--- config.mk ---
export PLATFORM = sky130hd
export DESIGN_NAME = zbt_arb
export DESIGN_NICKNAME = d
export VERILOG_FILES = /design/src/rtl/zbt_arb_pkg.sv /design/src/rtl/zbt_arb_pipe.sv /design/src/rtl/zbt_arb.sv
export SDC_FILE = /design/constraint.sdc
export NUM_CORES = 1
export LEC_CHECK = 0
export BUFFER_PORTS_ARGS = -buffer_cell sky130_fd_sc_hd__buf_2
export CORE_UTILIZATION = 43
export CTS_CLUSTER_DIAMETER = 60
export CTS_CLUSTER_SIZE = 20
export DETAILED_ROUTE_END_ITERATION = 8
export PLACE_DENSITY = 0.83
export SLEW_MARGIN = 20
export SYNTH_ARGS = -nofsm -noshare
export SYNTH_HDL_FRONTEND = slang
export SYNTH_HIERARCHICAL = 1
export SYNTH_SLANG_ARGS = --single-unit
--- constraint.sdc ---
create_clock -name clk -period 3.34 [get_ports clk]
set_clock_uncertainty 0.05 [all_clocks]
set_input_delay 0.501 -clock clk [delete_from_list [all_inputs] [get_ports clk]]
set_output_delay 0.501 -clock clk [all_outputs]
set_load 0.005 [all_outputs]
--- src/rtl/zbt_arb_pkg.sv ---
// Shared types for the ZBT bank arbiter: default widths, requester ids and
// the latency-pipe entry that tracks each issued access.
package zbt_arb_pkg;

    localparam int ZBT_ADDR_W = 19;
    localparam int ZBT_DATA_W = 36;

    typedef enum logic [1:0] {
        REQ_NONE,
        REQ_RD,
        REQ_CW,
        REQ_PW
    } req_id_e;

    typedef struct packed {
        logic                  valid;
        logic                  is_read;
        logic [ZBT_DATA_W-1:0] wdata;
    } pipe_entry_t;

endpackage

--- src/rtl/zbt_arb_pipe.sv ---
// Latency pipe: RD_LAT+1 stages of issued accesses. The last stage drives the
// bank write data and tells the top when the bank read data is due.
module zbt_arb_pipe
    import zbt_arb_pkg::*;
#(
    parameter int RD_LAT = 2
) (
    input  logic                  clk,
    input  logic                  reset,
    input  pipe_entry_t           push,
    output logic [ZBT_DATA_W-1:0] mem_wdata,
    output logic                  rd_sample
);

    pipe_entry_t [RD_LAT:0] stage;

    // NOTE: the pipe is a handful of flops, not a RAM, so every stage is reset;
    // this is what drops in-flight reads on reset.
    always_ff @(posedge clk or posedge reset) begin
        if (reset) begin
            stage <= '0;
        end else begin
            stage[0] <= push;
            for (int i = 1; i <= RD_LAT; i++) begin
                stage[i] <= stage[i-1];
            end
        end
    end

    assign mem_wdata = (stage[RD_LAT].valid && !stage[RD_LAT].is_read) ? stage[RD_LAT].wdata : '0;
    assign rd_sample = stage[RD_LAT].valid && stage[RD_LAT].is_read;

endmodule

--- src/rtl/zbt_arb.sv ---
// Single-port ZBT bank arbiter: display reads first, capture/processed writers
// round-robin. Define ZBT_ARB_STARVE_GUARD_EN to add the writer starvation guard.
module zbt_arb
    import zbt_arb_pkg::*;
#(
    parameter int ADDR_W   = ZBT_ADDR_W,
    parameter int DATA_W   = ZBT_DATA_W,
    parameter int RD_LAT   = 2,
    parameter int MAX_WAIT = 15
) (
    input  logic              clk,
    input  logic              reset,
    input  logic              rd_req,
    input  logic [ADDR_W-1:0] rd_addr,
    output logic              rd_ack,
    output logic [DATA_W-1:0] rd_data,
    output logic              rd_valid,
    input  logic              cw_req,
    input  logic [ADDR_W-1:0] cw_addr,
    input  logic [DATA_W-1:0] cw_data,
    output logic              cw_ack,
    input  logic              pw_req,
    input  logic [ADDR_W-1:0] pw_addr,
    input  logic [DATA_W-1:0] pw_data,
    output logic              pw_ack,
    output logic [ADDR_W-1:0] mem_addr,
    output logic              mem_we,
    output logic [DATA_W-1:0] mem_wdata,
    input  logic [DATA_W-1:0] mem_rdata
);

    req_id_e     grant;
    req_id_e     w_grant;
    req_id_e     last_w;
    pipe_entry_t push;
    logic        rd_sample;

    // NOTE: every variable written in a combinational block gets a default
    // first, so no path can leave it unassigned and infer a latch.
    always_comb begin
        w_grant = REQ_NONE;
        if (cw_req && pw_req) begin
            w_grant = (last_w == REQ_PW) ? REQ_CW : REQ_PW;
        end else if (cw_req) begin
            w_grant = REQ_CW;
        end else if (pw_req) begin
            w_grant = REQ_PW;
        end
    end

`ifdef ZBT_ARB_STARVE_GUARD_EN
    localparam int CNT_W = $clog2(MAX_WAIT + 1);

    logic [CNT_W-1:0] cw_wait;
    logic [CNT_W-1:0] pw_wait;
    logic             cw_starved;
    logic             pw_starved;

    assign cw_starved = cw_req && (cw_wait == CNT_W'(MAX_WAIT));
    assign pw_starved = pw_req && (pw_wait == CNT_W'(MAX_WAIT));

    always_comb begin
        grant = REQ_NONE;
        if (cw_starved && pw_starved) begin
            grant = w_grant;
        end else if (cw_starved) begin
            grant = REQ_CW;
        end else if (pw_starved) begin
            grant = REQ_PW;
        end else if (rd_req) begin
            grant = REQ_RD;
        end else begin
            grant = w_grant;
        end
    end

    // Counters saturate so a writer that loses a starved tie stays starved.
    always_ff @(posedge clk or posedge reset) begin
        if (reset) begin
            cw_wait <= '0;
            pw_wait <= '0;
        end else begin
            if (!cw_req || cw_ack)                   cw_wait <= '0;
            else if (cw_wait != CNT_W'(MAX_WAIT))    cw_wait <= cw_wait + 1'b1;
            if (!pw_req || pw_ack)                   pw_wait <= '0;
            else if (pw_wait != CNT_W'(MAX_WAIT))    pw_wait <= pw_wait + 1'b1;
        end
    end
`else
    always_comb begin
        grant = rd_req ? REQ_RD : w_grant;
    end
`endif

    assign rd_ack = (grant == REQ_RD);
    assign cw_ack = (grant == REQ_CW);
    assign pw_ack = (grant == REQ_PW);

    always_comb begin
        push         = '0;
        push.valid   = (grant != REQ_NONE);
        push.is_read = (grant == REQ_RD);
        if (grant == REQ_CW)      push.wdata = cw_data;
        else if (grant == REQ_PW) push.wdata = pw_data;
    end

    // NOTE: sequential state uses non-blocking assignments so every flop
    // samples pre-edge values regardless of statement order.
    always_ff @(posedge clk or posedge reset) begin
        if (reset) begin
            mem_addr <= '0;
            mem_we   <= 1'b0;
            last_w   <= REQ_PW;
        end else begin
            mem_we <= (grant == REQ_CW) || (grant == REQ_PW);
            case (grant)
                REQ_RD: mem_addr <= rd_addr;
                REQ_CW: begin
                    mem_addr <= cw_addr;
                    last_w   <= REQ_CW;
                end
                REQ_PW: begin
                    mem_addr <= pw_addr;
                    last_w   <= REQ_PW;
                end
                default: ;
            endcase
        end
    end

    always_ff @(posedge clk or posedge reset) begin
        if (reset) begin
            rd_data  <= '0;
            rd_valid <= 1'b0;
        end else begin
            rd_valid <= rd_sample;
            rd_data  <= rd_sample ? mem_rdata : '0;
        end
    end

    zbt_arb_pipe #(
        .RD_LAT (RD_LAT)
    ) u_pipe (
        .clk       (clk),
        .reset     (reset),
        .push      (push),
        .mem_wdata (mem_wdata),
        .rd_sample (rd_sample)
    );

endmodule

---- Word-level counts from Yosys, hierarchy flattened ----
Index checks and enable logic that the tools add are counted.
word-level totals
  flip-flop bits (word level) ............. 173
  input port bits ......................... 170
  output and inout port bits .............. 96
  word-level logic and storage cells ...... 37
cells by class
  equality and inequality tests ........... 4
  muxes and demuxes ....................... 11
  reductions and logical operators ........ 8
operators with widths
  cell                  count
  $mux W36              4
  $pmux W19 S3          1
  $mux W2               4
  $eq A2 B2 Y1 const B  3
  $pmux W2 S2           1
  $reduce_bool A2 Y1    2
  $logic_and A1 B1 Y1   3
  $reduce_bool A3 Y1    1
  $eq A2 B1 Y1 const B  1
  $logic_not A1 Y1      1
  $logic_or A1 B1 Y1    1
  $mux W1               1

---- Depth between registers and ports, before layout ----
Gate-level depths: netlist (run 1).
  depth in word-level cells ............... 7
  mapped depth ............................ 6
  mapped depth without buffers ............ 3

---- Cells and area by module ----
The synthesis (run 1) kept the hierarchy.
modules (own cells, without submodules)
  module        times used  cells an instance  area an instance (um^2)  sequential area each (um^2)
  zbt_arb_pipe  1           158                3254.4                   2852.7
  zbt_arb       1           281                3020.4                   1452.6

---- Worst setup path before layout (run 1) ----
Ideal clock, no wire load.
  path kind ............................... input port to output port
  from .................................... in pw_req
  to ...................................... out cw_ack
  arrival ................................. 1.168 ns
  required time ........................... 2.789 ns
  path slack .............................. 1.621 ns
  stages .................................. 5
  path buffers ............................ 3
  path through ............................ buf_6 > nor2b_4 > buf_6 > nor2_8 > buf_6
on the way
  word-level cells in the longest chain between the ends .. 5
  elaborated cells between the ends (all ways) .. 6
  those cells by class .................... eq/ne: 1; mux: 4; reduce/logical: 1
ends and longest elaborated chain
  what              RTL line       RTL
  start, declared   zbt_arb.sv:22  input logic pw_req,
  $mux W2           zbt_arb.sv:46  end else if (pw_req) begin
  $mux W2           zbt_arb.sv:44  end else if (cw_req) begin
  $mux W2 (*)       zbt_arb.sv:42  if (cw_req && pw_req) begin
  $mux W2 (*)       zbt_arb.sv:91  grant = rd_req ? REQ_RD : w_grant;
  $eq A2 B2 Y1 (*)  zbt_arb.sv:96  assign cw_ack = (grant == REQ_CW);
  end, declared     zbt_arb.sv:21  output logic cw_ack,
Every way passes the cells marked *; elsewhere a longest branch is shown, timed or not.

---- Worst setup path in the final report (run 1) ----
  from .................................... in cw_req
  to ...................................... out cw_ack
on the way
  word-level cells in the longest chain between the ends .. 4
  elaborated cells between the ends (all ways) .. 5
  those cells by class .................... eq/ne: 1; mux: 3; reduce/logical: 1
ends and longest elaborated chain
  what                                            RTL line                      RTL
  start, declared                                 zbt_arb.sv:18                 input logic cw_req,
  $mux W2 or $logic_and A1 B1 Y1 (tied branches)  zbt_arb.sv:44, zbt_arb.sv:42
  $mux W2 (*)                                     zbt_arb.sv:42
  $mux W2 (*)                                     zbt_arb.sv:91
  $eq A2 B2 Y1 (*)                                zbt_arb.sv:96
Marked as above.

==> results of run 1 <==
==> per-layer routing <==
layer | vias to the layer above | GRT usage, % | wire length, um
met5 | - | 0 | 0
met4 | 0 | 6.94 | 228
met3 | 17 | 7.30 | 1200
met2 | 195 | 32.0 | 7200
met1 | 2096 | 24.6 | 5720
li1 | 2021 | - | -
==> worst max-delay path: cells and delay by family <==
kind                   cells  cell delay (ns)
buffers and inverters      3             0.78
AND/OR/NAND/NOR            2             0.56
==> flip-flops by register name, indices dropped and copies added, names as in the netlist <==
register and cells:
mem_we 1, rd_valid 1, u_pipe/stage 114, rd_data 36, last_w 1, mem_addr 19
==> power by group <==
group	internal (mW)	total, mW	leakage (nW)	switching, mW
logic	0.224	0.447	2.05	0.222
clock network	1.15	1.96	0.294	0.812
registers	2.23	2.29	2.22	0.0589
total	3.60	4.70	4.57	1.09
==> cells by family after synthesis <==
kind of cell	count (synthesis)	share of synthesized area, %
AND/OR/NAND/NOR	107	12.4
buffers and inverters	68	5.66
AO/OA/AOI/OAI	92	13.3
flip-flops	172	68.6
==> cell usage after synthesis <==
cell / instances / area, sq um
a21boi_2: 1 / 11.3
a221oi_1: 16 / 140
a22o_1: 39 / 342
and2_1: 36 / 225
and2_2: 1 / 7.51
and2b_1: 1 / 7.51
and3b_2: 36 / 360
buf_2: 9 / 45.0
buf_6: 10 / 113
clkbuf_1: 11 / 41.3
clkbuf_2: 3 / 15.0
clkbuf_8: 1 / 13.8
dfrtp_1: 171 / 4280
dfstp_2: 1 / 26.3
inv_1: 34 / 128
nand2_1: 16 / 60.1
nand2b_1: 3 / 18.8
nor2_1: 2 / 7.51
nor2_8: 1 / 20.0
nor2b_1: 6 / 37.5
nor2b_4: 1 / 13.8
nor3_1: 3 / 15.0
o21ai_0: 1 / 5.00
o22a_1: 19 / 166
o31ai_1: 6 / 45.0
o31ai_2: 10 / 125
or3_1: 1 / 6.26
==> through the flow <==
step,power (mW),hold WS (ns),cell area [sq um],util (%)
floorplan,2.56,0.281,6280,-
global placement,2.77,0.281,7670,54.6
detailed placement,2.79,0.285,7670,54.6
CTS,4.75,0.0730,8270,58.9
global route,4.89,0.0964,8270,58.9
finish,4.70,0.0821,8270,58.9
==> worst paths after layout <==
path | cells past startpoint | to | from | slack (ns)
worst max-delay path | 5 | cw_ack | cw_req | 0.94
worst min-delay path | 2 | rd_data[32] | reset | 0.08
worst max register to register | 2 | rd_data[27] | u_pipe/stage[113] | 1.47
worst min register to register | 0 | u_pipe/stage[107] | u_pipe/stage[69] | 0.30
max in group asynchronous | 3 | u_pipe/stage[104] | reset | 2.27
min in group clk | 2 | rd_data[24] | mem_rdata[24] | 0.24
==> final cells by class <==
type | count | area, sq um
flip-flops and latches | 172 | 4310
inverters | 34 | 131
clock buffers | 20 | 447
multi-input cells | 199 | 1610
repair buffers | 272 | 1390
clock inverters | 12 | 153
well taps | 180 | 225
fillers | 1149 | 5780
==> flow_metrics.tcl, run 1 <==
set metrics [dict create \
    dp.cells 857 \
    dieArea_sq_mm 0.0151 \
    cts_setup_buffers 0 \
    grt_pass1_wl_um 21900 \
    slew_headroom_pct 41.4 \
    synth_cells 439 \
    yosysWarningCount 6 \
    clk_pin_slew_ns 0.07 \
    postSynthAreaPerCell_sq_um 14.3 \
    worstSetupPathType "in -> out" \
    hpwl_um 10700 \
    fin_ws_ns 0.941 \
    initial_core_util_pct 44.7 \
    powerDensity_mw_per_mm2 568 \
    status "finished, final reports clean" \
    finalSetupViolCount 0 \
    worst_slew_pin_slew_ns 0.879 \
    diodes 0 \
    peakVddDrop_mv 0.364 \
    p_leak_nw 4.57 \
    ys_types 27 \
    grt-ovfl-total 0 \
    wire_per_inst_um 16.1 \
    numPortBuffers 265 \
    cts_tree "done" \
    drv_slew 0 \
    gp_congestion 0.812 \
    final-instance-count-excl-fill 889 \
    ios 266 \
    grt_pass1_vias 4209 \
    syn_area_sq_mm 0.00627 \
    drtPass1Iterations 4 \
    most-common-layout-cells "buf_2 (265), dfrtp_1 (171), a22o_1 (39), and2_1 (36), and3b_2 (36)" \
    fmaxAchievable_ghz 0.417 \
    grt_max_degree 52 \
    dieWidth_um 123 \
    crit_chain "buf_2 -> nand2b_1 -> buf_4 -> nor2_8 -> buf_2" \
    via_count 4329 \
    cp-end-kind "output port" \
    path_max_fanout 37 \
    first_iter_violations 191 \
    postCtsHoldBufs 0 \
    insertion_delay_ns 0.41 \
    cts.sinks 172 \
    period_share_pct 71.8 \
    cts_root_buf "clkbuf_16" \
    avgViaCountPerCell 4.87 \
    core_area_sq_mm 0.0140 \
    ctsResizeCount 0 \
    hp-class "in -> async" \
    maxCapViolCount 0 \
    crit_slowest_cell "nor2_8" \
    syn-num-nets 609 \
    drcViolationCount 0 \
    path_common_cell "buf_2" \
    rsz0062_at_grt "no" \
    ys_seq_area_share_pct 68.6 \
    cts_buffer_depth 2 \
    track_usage_pct 19.8 \
    nets 866 \
    dpl_worst_slack_ns 0.917 \
    drive_gt1_share_pct 50.1 \
    area_growth_pct 31.7 \
    dieHeight_um 123 \
    synth_seq_cells 172 \
    hold_viol_final 0 \
    arrival_ns 1.85 \
    final_antenna_net_count 0 \
    wl_um 14400 \
    fin_tns_setup_ns 0 \
    fp-row-count 43 \
    antenna_found_initial 0 \
    cts_max_level 4 \
    cpPeakStageDelay_ns 0.47 \
    period_needed_ns 2.40 \
    numCtsBuffers 17 \
    crit_required_ns 2.79 \
    layout_commonest_cell "buf_2" \
    cp-start-kind "primary input" \
]
Note: power is estimated with default switching activity, not from simulation.
==> inputs of run 2 (changes only) <==
==> constraint.sdc (replaced) <==
create_clock -name clk -period 2.15 [get_ports clk]
set_clock_uncertainty 0.05 [all_clocks]
set_input_delay 0.3225 -clock clk [delete_from_list [all_inputs] [get_ports clk]]
set_output_delay 0.3225 -clock clk [all_outputs]
set_load 0.005 [all_outputs]
==> run 2 against run 1 <==
Effect of this change:
- cell area is 0.29% higher
- clock-buffer cell count is 1 higher
- non-clock buffer count is 6 higher
- hold slack worse by 0.030 ns
- flip-flop and latch count stayed put
- register-to-register slack worse by 0.98 ns
- power is 51% higher
- critical path depth is 2 lower
- die area stayed put
- sequential share of layout area is 0.15 points lower
- largest cell class unchanged
==> flow_metrics.tcl, run 2 (same netlist as run 1, synthesis figures left out) <==
set metrics [dict create \
    peakVddDrop_mv 0.509 \
    grt_pass1_vias 4267 \
    grt-ovfl-total 0 \
    num-fill-cells 1133 \
    top_regs "u_pipe/stage x114, rd_data x36, mem_addr x19" \
    crit_required_ns 1.78 \
    initial_core_util_pct 44.7 \
    cts.sinks 172 \
    swShare_pct 23.5 \
    track_usage_pct 20.2 \
    regToRegEndpoint "mem_addr[7]" \
    layout_commonest_cell "buf_2" \
    cts_root_buf "clkbuf_16" \
    worst_slew_pin_slew_ns 0.730 \
    hp-class "in -> reg" \
    maxCapViolCount 0 \
    status "finished, final reports clean" \
    holdPathEnd "u_pipe/stage[36]" \
    slew_headroom_pct 51.3 \
    ios 266 \
    dp.cells 862 \
    drv_slew 0 \
    arrival_ns 1.57 \
    dieWidth_um 123 \
    wire_per_inst_um 16.4 \
    fin_tns_setup_ns 0 \
    diodes 0 \
    grt_max_degree 75 \
    core_area_sq_mm 0.0140 \
    clk_pin_slew_ns 0.06 \
    worstSetupPathType "reg -> out" \
    period_needed_ns 1.94 \
    r2r_cells 3 \
    dieArea_sq_mm 0.0151 \
    antenna_found_initial 0 \
    p_leak_nw 4.58 \
    drcViolationCount 0 \
    grt_pass1_wl_um 22200 \
    cts_tree "done" \
    drtPass1Iterations 4 \
    finalSetupViolCount 0 \
    ctsResizeCount 0 \
    cts_max_level 4 \
    avgViaCountPerCell 4.90 \
    gp_congestion 0.809 \
    p_sw_mw 1.67 \
    nets 872 \
    final_antenna_net_count 0 \
    area_growth_pct 32.1 \
    first_iter_violations 183 \
    period_share_pct 90.3 \
    internal_power_mw 5.44 \
    pwr-share-seq_pct 49.9 \
    insertion_delay_ns 0.42 \
    hpwl_um 10600 \
    p_comb_share_pct 10.2 \
    cp-start-kind "flip-flop" \
    numCtsBuffers 17 \
    powerDensity_mw_per_mm2 858 \
    path_max_fanout 20 \
    numPortBuffers 265 \
    final-instance-count-excl-fill 894 \
    r2r_start "last_w[0]" \
    min_from "rd_req" \
    fp-row-count 43 \
    fmaxAchievable_ghz 0.515 \
    wl_um 14600 \
    cts_buffer_depth 2 \
    regMostFlops "u_pipe/stage" \
    rsz0062_at_grt "no" \
    largest_reg_flops 114 \
    most-common-layout-cells "buf_2 (265), dfrtp_1 (171), a22o_1 (39), and2_1 (36), and3b_2 (36)" \
    fin_hold_ws_ns 0.0520 \
    drive_gt1_share_pct 50.6 \
    hold_depth 1 \
    clockPowerShare_pct 39.9 \
    via_count 4378 \
    dieHeight_um 123 \
    rrSetupSlack_ns 0.49 \
    hold_viol_final 0 \
    cp-end-kind "output port" \
]
-- run 2: worst max-delay path: stages, from the launching register on --
cell and delay (ns):
dfstp_2 0.59, nor2b_4 0.07, nor2_8 0.31, buf_2 0.18
-- run 2: power groups by stage --
| stage | clock network, mW | registers, mW | logic (mW) |
|---|---|---|---|
| after global routing | 3.04 | 3.57 | 0.810 |
| after CTS | 2.91 | 3.55 | 0.744 |
| after detailed placement | 0 | 3.61 | 0.739 |
| after global placement | 0 | 3.60 | 0.725 |
| after floorplan | 0 | 3.60 | 0.381 |
| final | 2.84 | 3.55 | 0.729 |
-- run 2: layer usage --
metal,GRT usage (%),up-vias,share of wire [%],wire (um)
li1,-,2032,-,-
met1,24.9,2135,41,5970
met2,33.3,182,50,7380
met3,5.48,29,6.1,892
met4,9.30,0,2.6,375
met5,0,-,0,0
-- run 2: how the worst max path moves through the flow --
stage                  end       from  slack [ns]  cells past startpoint
6_report            cw_ack  last_w[0]        0.21                      3
5_1_grt             cw_ack  last_w[0]        0.14                      3
4_1_cts             cw_ack  last_w[0]        0.16                      3
3_5_place_dp        cw_ack     cw_req        0.34                      4
3_3_place_gp        cw_ack     cw_req        0.38                      4
2_1_floorplan  mem_addr[0]      reset        0.35                      1
-- run 2: repair_timing --
| item | 4_1_cts | 5_1_grt |
|---|---|---|
| hold buffers | 1 | 0 |
| endpoints found under the hold margin | 131 | 0 |
| setup buffers | 0 | 0 |
-- run 2: layout make-up --
cell class	count	area (sq um)	share of cell area [%]
timing repair buffer	278	1450	17.5
inverter	34	131	1.58
sequential	172	4310	51.9
multi-input combinational	199	1610	19.5
tap	180	225	2.72
clock buffer	21	480	5.80
clock inverter	10	82.6	0.996
-- run 2: stage by stage --
step | power, mW | instance area (sq um) | util (%) | setup slack [ns]
detailed placement | 4.35 | 7720 | 55.0 | 0.338
finish | 7.11 | 8290 | 59.0 | 0.209
global placement | 4.33 | 7720 | 55.0 | 0.382
floorplan | 3.98 | 6280 | - | 0.351
CTS | 7.21 | 8290 | 59.0 | 0.163
global route | 7.41 | 8290 | 59.0 | 0.139
==> inputs of run 3 (changes only) <==
--- a/config.mk
+++ b/config.mk
@@ -5,7 +5,7 @@
 export SDC_FILE = /design/constraint.sdc
 export NUM_CORES = 1
 export LEC_CHECK = 0
-export BUFFER_PORTS_ARGS = -buffer_cell sky130_fd_sc_hd__buf_2
+export BUFFER_PORTS_ARGS = -buffer_cell sky130_fd_sc_hd__buf_4
 export CORE_UTILIZATION = 43
 export CTS_CLUSTER_DIAMETER = 60
 export CTS_CLUSTER_SIZE = 20
==> run 3 against run 2 <==
Effect of this change:
- sequential share of layout area decreased by 3.8 points
- setup slack improved by 0.0094 ns
- highest routed layer unchanged
- register-to-register slack got worse by 0.05 ns
==> flow_metrics.tcl, run 3 (same netlist as run 1, synthesis figures left out) <==
set metrics [dict create \
    period_share_pct 89.8 \
    core_area_sq_mm 0.0140 \
    placed_area_sq_mm 0.00838 \
    regMostFlops "u_pipe/stage" \
    status "finished, final reports clean" \
    dieHeight_um 123 \
    wire_per_inst_um 17.0 \
    finalSetupViolCount 0 \
    cts_root_buf "clkbuf_16" \
    cp-end-kind "output port" \
    wl_um 15200 \
    period_needed_ns 1.93 \
    layout_commonest_cell "buf_4" \
    grt-ovfl-total 0 \
    most-common-layout-cells "buf_4 (272), dfrtp_1 (170), a22o_1 (39), and2_1 (36), and3b_2 (36)" \
    largest_reg_flops 114 \
    powerDensity_mw_per_mm2 813 \
    slew_headroom_pct 52.7 \
    min_from "mem_rdata[24]" \
    track_usage_pct 21.1 \
    maxCapViolCount 0 \
    final_util_pct 63.7 \
    regToRegEndpoint "mem_addr[17]" \
    drtPass1Iterations 4 \
    cp-start-kind "flip-flop" \
    initial_core_util_pct 44.7 \
    rrSetupSlack_ns 0.44 \
    top_regs "u_pipe/stage x114, rd_data x36, mem_addr x19" \
    fin_hold_ws_ns 0.0630 \
    area_growth_pct 42.6 \
    final_antenna_net_count 0 \
    dieArea_sq_mm 0.0151 \
    cts_max_level 4 \
    avgViaCountPerCell 4.90 \
    fin_ws_ns 0.219 \
    gp_congestion 0.885 \
    insertion_delay_ns 0.42 \
    fp-row-count 43 \
    final_cell_area_sq_mm 0.00895 \
    dieWidth_um 123 \
    clk_pin_slew_ns 0.07 \
    via_count 4373 \
    antenna_found_initial 0 \
    diodes 0 \
    peakVddDrop_mv 0.552 \
    path_max_fanout 21 \
    cts_setup_buffers 0 \
    fin_tns_setup_ns 0 \
    cts_tree "done" \
    hp-class "in -> reg" \
    cp-startpoint "last_w[0]" \
    first_iter_violations 197 \
    worstSetupPathType "reg -> out" \
    ios 266 \
    grt_max_degree 115 \
    grt_pass1_wl_um 23400 \
    hold_viol_final 0 \
    worst_slew_pin_slew_ns 0.709 \
    r2r_cells 3 \
    crit_required_ns 1.78 \
    numCtsBuffers 17 \
    nets 870 \
    hold_depth 2 \
    p_leak_nw 4.75 \
    dpl_worst_slack_ns 0.433 \
    r2r_start "last_w[0]" \
    cts.sinks 172 \
    rsz0062_at_grt "no" \
    arrival_ns 1.56 \
    holdPathEnd "rd_data[24]" \
    numPortBuffers 265 \
    fmaxAchievable_ghz 0.518 \
    drcViolationCount 0 \
    grt_pass1_vias 4556 \
    drv_slew 0 \
    cts_buffer_depth 2 \
    drive_gt1_share_pct 50.4 \
    hpwl_um 11200 \
]
-- run 3: worst max-delay path by stage --
stage	end	slack, ns	cells after the start
after detailed placement	mem_addr[7]	0.43	3
after CTS	mem_wdata[31]	0.09	3
after floorplan	mem_addr[0]	0.35	1
after global routing	cw_ack	0.14	3
after global placement	mem_addr[11]	0.49	3
final	cw_ack	0.22	3
-- run 3: power breakdown --
group,internal (mW),switching (mW)
sequential,3.47,0.0890
combinational,0.503,0.376
clock,1.63,1.20
total,5.60,1.67
-- run 3: cell type report --
type                    instances  area [sq um]
repair buffers                276          2110
fillers                      1053          5100
inverters                      34           131
well taps                     180           225
clock inverters                12           114
flip-flops and latches        172          4310
multi-input cells             199          1610
clock buffers                  19           443
-- run 3: critical path, stage by stage, from the launching register on --
cell,delay (ns)
dfstp_2,0.58
nor2b_4,0.07
nor2_8,0.31
buf_4,0.18
-- run 3: layer usage --
layer	up-vias	routed length, um	track usage [%]
met5	-	0	0
met4	0	357	8.46
met3	20	1150	6.78
met2	210	7680	34.6
met1	2114	5970	25.8
li1	2029	-	-
-- run 3: per-stage QoR --
step           instances  total power, mW
6_report             892             7.27
4_1_cts              892             7.35
3_3_place_gp         860             4.47
3_5_place_dp         860             4.50
2_1_floorplan        439             3.98
5_1_grt              892             7.60
-- run 3: what timing repair did --
item,CTS,global route
setup endpoints to repair,0,3
hold buffers,1,0
endpoints found under the hold margin,7,0
resized for setup,0,1
